## config.mk

```make
export PLATFORM = sky130hd
export DESIGN_NAME = alu_operand_loader
export DESIGN_NICKNAME = d
export VERILOG_FILES = /design/src/rtl/alu_operand_loader.sv
export SDC_FILE = /design/constraint.sdc
export NUM_CORES = 1
export LEC_CHECK = 0
export ABC_AREA = 1
export CORE_ASPECT_RATIO = 0.8
export CORE_MARGIN = 10
export CORE_UTILIZATION = 50
export CTS_CLUSTER_SIZE = 10
export DETAILED_ROUTE_END_ITERATION = 7
export MAX_ROUTING_LAYER = met4
export PLACE_DENSITY = 0.69
export SYNTH_ARGS = -nofsm -noshare
export SYNTH_HDL_FRONTEND = slang
export SYNTH_SLANG_ARGS = --single-unit
```

## constraint.sdc

```tcl
create_clock -name CLK100MHZ -period 1.94 [get_ports CLK100MHZ]
set_input_delay 0.388 -clock CLK100MHZ [delete_from_list [all_inputs] [get_ports CLK100MHZ]]
set_output_delay 0.388 -clock CLK100MHZ [all_outputs]
set_load 0.05 [all_outputs]
```

## src/rtl/alu_operand_loader.sv

```systemverilog
// ============================================================================
// Module   : alu_operand_loader
// Brief    : Synchronises/debounces board inputs and sequences A, B, OpCode entry.
// Revision : 1.0 - initial release
// ============================================================================
`default_nettype none

module alu_operand_loader #(
    parameter int DEBOUNCE_CYCLES = 1000000,
    parameter int DATA_W          = 4
) (
    input  logic              CLK100MHZ,
    input  logic              RST,
    input  logic [DATA_W-1:0] SW,
    input  logic              BTNC,
    input  logic              BTNU,
    output logic [DATA_W-1:0] A,
    output logic [DATA_W-1:0] B,
    output logic [DATA_W-1:0] OpCode,
    output logic              DispCont,
    output logic [1:0]        state,
    output logic              valid
);

    localparam int              CNT_W      = $clog2(DEBOUNCE_CYCLES);
    localparam logic [CNT_W-1:0] C_CNT_LAST = CNT_W'(DEBOUNCE_CYCLES - 1);
    localparam int              C_BTN_C    = 0;
    localparam int              C_BTN_U    = 1;

    typedef enum logic [1:0] {
        S_A   = 2'd0,
        S_B   = 2'd1,
        S_OP  = 2'd2,
        S_RUN = 2'd3
    } state_t;

    logic [DATA_W-1:0] r_sw_meta;
    logic [DATA_W-1:0] r_sw_sync;
    logic [1:0]        r_btn_meta;
    logic [1:0]        r_btn_sync;
    logic [1:0]        w_pulse;

    state_t            r_state;
    state_t            w_state_next;
    logic [DATA_W-1:0] r_a;
    logic [DATA_W-1:0] r_b;
    logic [DATA_W-1:0] r_op;
    logic              r_disp;
    logic              r_valid;
    logic [DATA_W-1:0] w_a_next;
    logic [DATA_W-1:0] w_b_next;
    logic [DATA_W-1:0] w_op_next;
    logic              w_disp_next;
    logic              w_valid_next;

    always_ff @(posedge CLK100MHZ) begin
        if (RST) begin
            r_sw_meta  <= '0;
            r_sw_sync  <= '0;
            r_btn_meta <= '0;
            r_btn_sync <= '0;
        end else begin
            r_sw_meta  <= SW;
            r_sw_sync  <= r_sw_meta;
            r_btn_meta <= {BTNU, BTNC};
            r_btn_sync <= r_btn_meta;
        end
    end

    // The pulse is registered on the same edge the debounced level rises.
    genvar gi;
    generate
        for (gi = 0; gi < 2; gi++) begin : g_debounce
            logic [CNT_W-1:0] r_cnt;
            logic             r_level;
            logic             r_pulse;

            always_ff @(posedge CLK100MHZ) begin
                if (RST) begin
                    r_cnt   <= '0;
                    r_level <= 1'b0;
                    r_pulse <= 1'b0;
                end else if (r_btn_sync[gi] == r_level) begin
                    r_cnt   <= '0;
                    r_pulse <= 1'b0;
                end else if (r_cnt == C_CNT_LAST) begin
                    r_cnt   <= '0;
                    r_level <= r_btn_sync[gi];
                    r_pulse <= r_btn_sync[gi];
                end else begin
                    r_cnt   <= r_cnt + CNT_W'(1);
                    r_pulse <= 1'b0;
                end
            end

            assign w_pulse[gi] = r_pulse;
        end
    endgenerate

    always_ff @(posedge CLK100MHZ) begin
        if (RST) begin
            r_state <= S_A;
            r_a     <= '0;
            r_b     <= '0;
            r_op    <= '0;
            r_disp  <= 1'b1;
            r_valid <= 1'b0;
        end else begin
            r_state <= w_state_next;
            r_a     <= w_a_next;
            r_b     <= w_b_next;
            r_op    <= w_op_next;
            r_disp  <= w_disp_next;
            r_valid <= w_valid_next;
        end
    end

    always_comb begin
        w_state_next = r_state;
        w_a_next     = r_a;
        w_b_next     = r_b;
        w_op_next    = r_op;
        w_valid_next = r_valid;
        w_disp_next  = r_disp ^ w_pulse[C_BTN_U];
        if (w_pulse[C_BTN_C]) begin
            case (r_state)
                S_A: begin
                    w_a_next     = r_sw_sync;
                    w_state_next = S_B;
                end
                S_B: begin
                    w_b_next     = r_sw_sync;
                    w_state_next = S_OP;
                end
                S_OP: begin
                    w_op_next    = r_sw_sync;
                    w_valid_next = 1'b1;
                    w_state_next = S_RUN;
                end
                default: begin
                    w_valid_next = 1'b0;
                    w_state_next = S_A;
                end
            endcase
        end
    end

    assign A        = r_a;
    assign B        = r_b;
    assign OpCode   = r_op;
    assign DispCont = r_disp;
    assign state    = r_state;
    assign valid    = r_valid;

endmodule

`default_nettype wire

```

==> results.cfg <==
[logic_synthesis]
synthesis.nets = 479
synth_edf_count = 0
synth.avg_cell_area_um2 = 7.17
synth_area_um2 = 3330
ys_warn_count = 0
synth.area.top_cells = dfxtp_1, nor2_1, nand2_1
synth-seq-cells = 72
synth_common_cells = nor2_1, nand2_1, dfxtp_1
synth_cell_type_count = 31
synth_top_area_cell = dfxtp_1
yosysSeqAreaShare_pct = 43.2
ys_async_sr_fraction_pct = 0
synthFlopType = dfxtp_1
synth.most_common_cell = nor2_1
synthesis.instances = 465
synth.top_cell.area_share_pct = 43.2

[power]
p_total_mw = 2.72
p_sw_mw = 0.610
power_density_nw_per_um2 = 713
p_comb_share_pct = 2.2
ir_drop_mv = 0.474
p_clk_share_pct = 42.8
p_sw_share_pct = 22.4
p_int_mw = 2.11
leakage_nw = 1.38
seq_power_share_pct = 55.0

[critical_path]
cp.required_ns = 1.55
cpPeakStageDelay_ns = 0.81
cp_cell_sequence = clkdlybuf4s50_1
endpoint_kind = output pin
crit_family = buffers and inverters
crit_arrival_ns = 1.49
worstPathMaxFanout = 2
critPathKind = reg2out
crit_buf_inv = 1
slowest_stage = clkdlybuf4s50_1
start_kind = flip-flop

[drt]
wl_um = 6400
via_per_inst = 4.72
drt_iter0_markers = 121
drc = 0
detail-route-antenna-nets = 0
wl_per_cell_um = 11.0
firstDrtPassIters = 4
num_vias = 2750

[timing]
slew_headroom_pct = 65.9
fmax_mhz = 534
setup_viol = 0
layout_min_cycle_time_ns = 1.87
hold_viol = 0
tns_ns = 0
clock_skew_ns = 0.0110
max_slew.worst_pin.slew_ns = 0.510
rsz0062_at_grt = no
finalCritPeriodShare_pct = 96.6
timing_max_transition_violations_final = 0

[layout]
post_route_cells_drive_above_1_share_pct = 12.2
diodes = 0
fillers = 620
syn_to_final_growth_pct = 14.6
fin_nets = 508
finish.utilization_pct = 59.3

[placement]
dp_hpwl_um = 4890
place_congestion = 0.850
io_buffers = 23

[floorplanning]
start_util_pct = 51.7
die_h_um = 93.0
die_area_um2 = 10400
core_um2 = 6440
io_pins = 24
rows = 26
chipWidth_um = 111

[run]
timing.max_cap.violations = 0

[status]
status = finished clean

[global_route]
antenna_found_initial = 0
grt_max_degree = 18
grt.overflow.total = 0
grt_usage_pct = 13.2
grt_pass1_wl_um = 11400
grt_pass1_vias = 2672

[cts]
cts_buffer_depth = 2
htree_levels = 3
clkLatencyLatePin_ns = 0.34
clk_pin_slew_ns = 0.08
cts-root-buf = clkbuf_8
cts_tree = done
cts_sinks = 72
cts_inserted_buffers = 9

[worst_hold_path]
holdCritPathClass = reg2reg
[worst reg2reg max path, stage by stage (launching register included)]
cell	delay, ns
dfxtp_1	0.39
ha_1	0.21
nand2_2	0.08
nor2_4	0.16
nand2_2	0.08
inv_2	0.05
nand3_2	0.13
nand2_4	0.24
nor3_1	0.07
[through the flow]
| stage | setup WS (ns) | area, um^2 | hold slack, ns | instances |
|---|---|---|---|---|
| after detailed placement | 0.209 | 3620 | 0.394 | 567 |
| final | 0.0668 | 3820 | 0.403 | 583 |
| after global routing | 0.00548 | 3820 | 0.429 | 583 |
| after global placement | 0.283 | 3620 | 0.390 | 567 |
| after CTS | 0.0124 | 3810 | 0.405 | 583 |
| after floorplan | 0.464 | 3330 | 0.388 | 465 |
[routing by layer]
layer / routed length (um) / GRT usage [%] / up-vias
li1: - / - / 1493
met1: 3250 / 15.8 / 1226
met2: 2860 / 20.8 / 29
met3: 276 / 4.28 / 2
met4: 24 / 4.06 / 0
met5: 0 / - / -
[repair_timing]
action / 4_1_cts / 5_1_grt
hold buffers: 0 / 0
setup endpoints to repair: 0 / 3
resized for setup: 0 / 3
setup buffers: 0 / 0
[cell type report]
cell class | count | area [um^2] | share of cell area, %
clock buffers | 10 | 128 | 3.34
inverters | 53 | 199 | 5.21
repair buffers | 24 | 233 | 6.09
well taps | 84 | 105 | 2.75
flip-flops and latches | 72 | 1440 | 37.7
multi-input cells | 334 | 1650 | 43.1
clock inverters | 6 | 70.1 | 1.83
[placed cells by master, fill, tap and decap left out]
cell,instances
ha_1,6
or2_0,2
o21a_1,1
nand2_1,98
dlymetal6s2s_1,3
clkinv_4,2
nand3b_1,4
nand4_1,6
and2_1,1
or2_2,1
xor2_1,11
bufinv_16,1
nor3_1,4
xnor2_1,3
clkbuf_8,9
o21ai_0,14
inv_2,5
nand3_2,5
nand3_1,16
a21oi_1,17
nand2_4,2
dfxtp_1,72
a31oi_1,1
clkbuf_1,1
nor3b_1,2
clkdlybuf4s50_1,15
buf_4,6
nor2_2,16
nor2_1,111
nor2_4,6
nand2_2,5
clkinvlp_4,3
inv_1,48
o21bai_1,2
[logic make-up (layout without fill, tap and decap cells)]
kind of cell	count (synthesis)	after routing	share of synthesized area (%)
simple gates	279	279	37.9
flops	72	72	43.2
buf+inv	59	93	7.39
compound gates	35	35	5.52
xor+xnor	14	14	3.68
fa+ha+maj	6	6	2.25
[final timing paths]
path,from,to,slack (ns),cells past startpoint
hold reg to reg,r_btn_meta[1],r_btn_sync[1],0.40,2
hold / removal,r_btn_meta[1],r_btn_sync[1],0.40,2
setup / recovery,OpCode[3],OpCode[3],0.07,1
setup reg to reg,g_debounce[0].r_cnt[0],g_debounce[0].r_cnt[2],0.41,8
[flip-flops by register name (all words and copies together), names as in the netlist, 4 cells and up]
register,count
r_sw_meta,4
A,4
g_debounce.r_cnt,40
OpCode,4
r_sw_sync,4
B,4
[power by group through the flow]
| stage | Sequential, mW | Combinational (mW) | Clock (mW) |
|---|---|---|---|
| final | 1.50 | 0.0590 | 1.17 |
| after detailed placement | 1.53 | 0.0596 | 0 |
| after floorplan | 1.53 | 0.0409 | 0 |
| after global routing | 1.50 | 0.0665 | 1.27 |
| after global placement | 1.53 | 0.0589 | 0 |
| after CTS | 1.50 | 0.0598 | 1.21 |
Note: power is estimated with default switching activity, not from simulation.
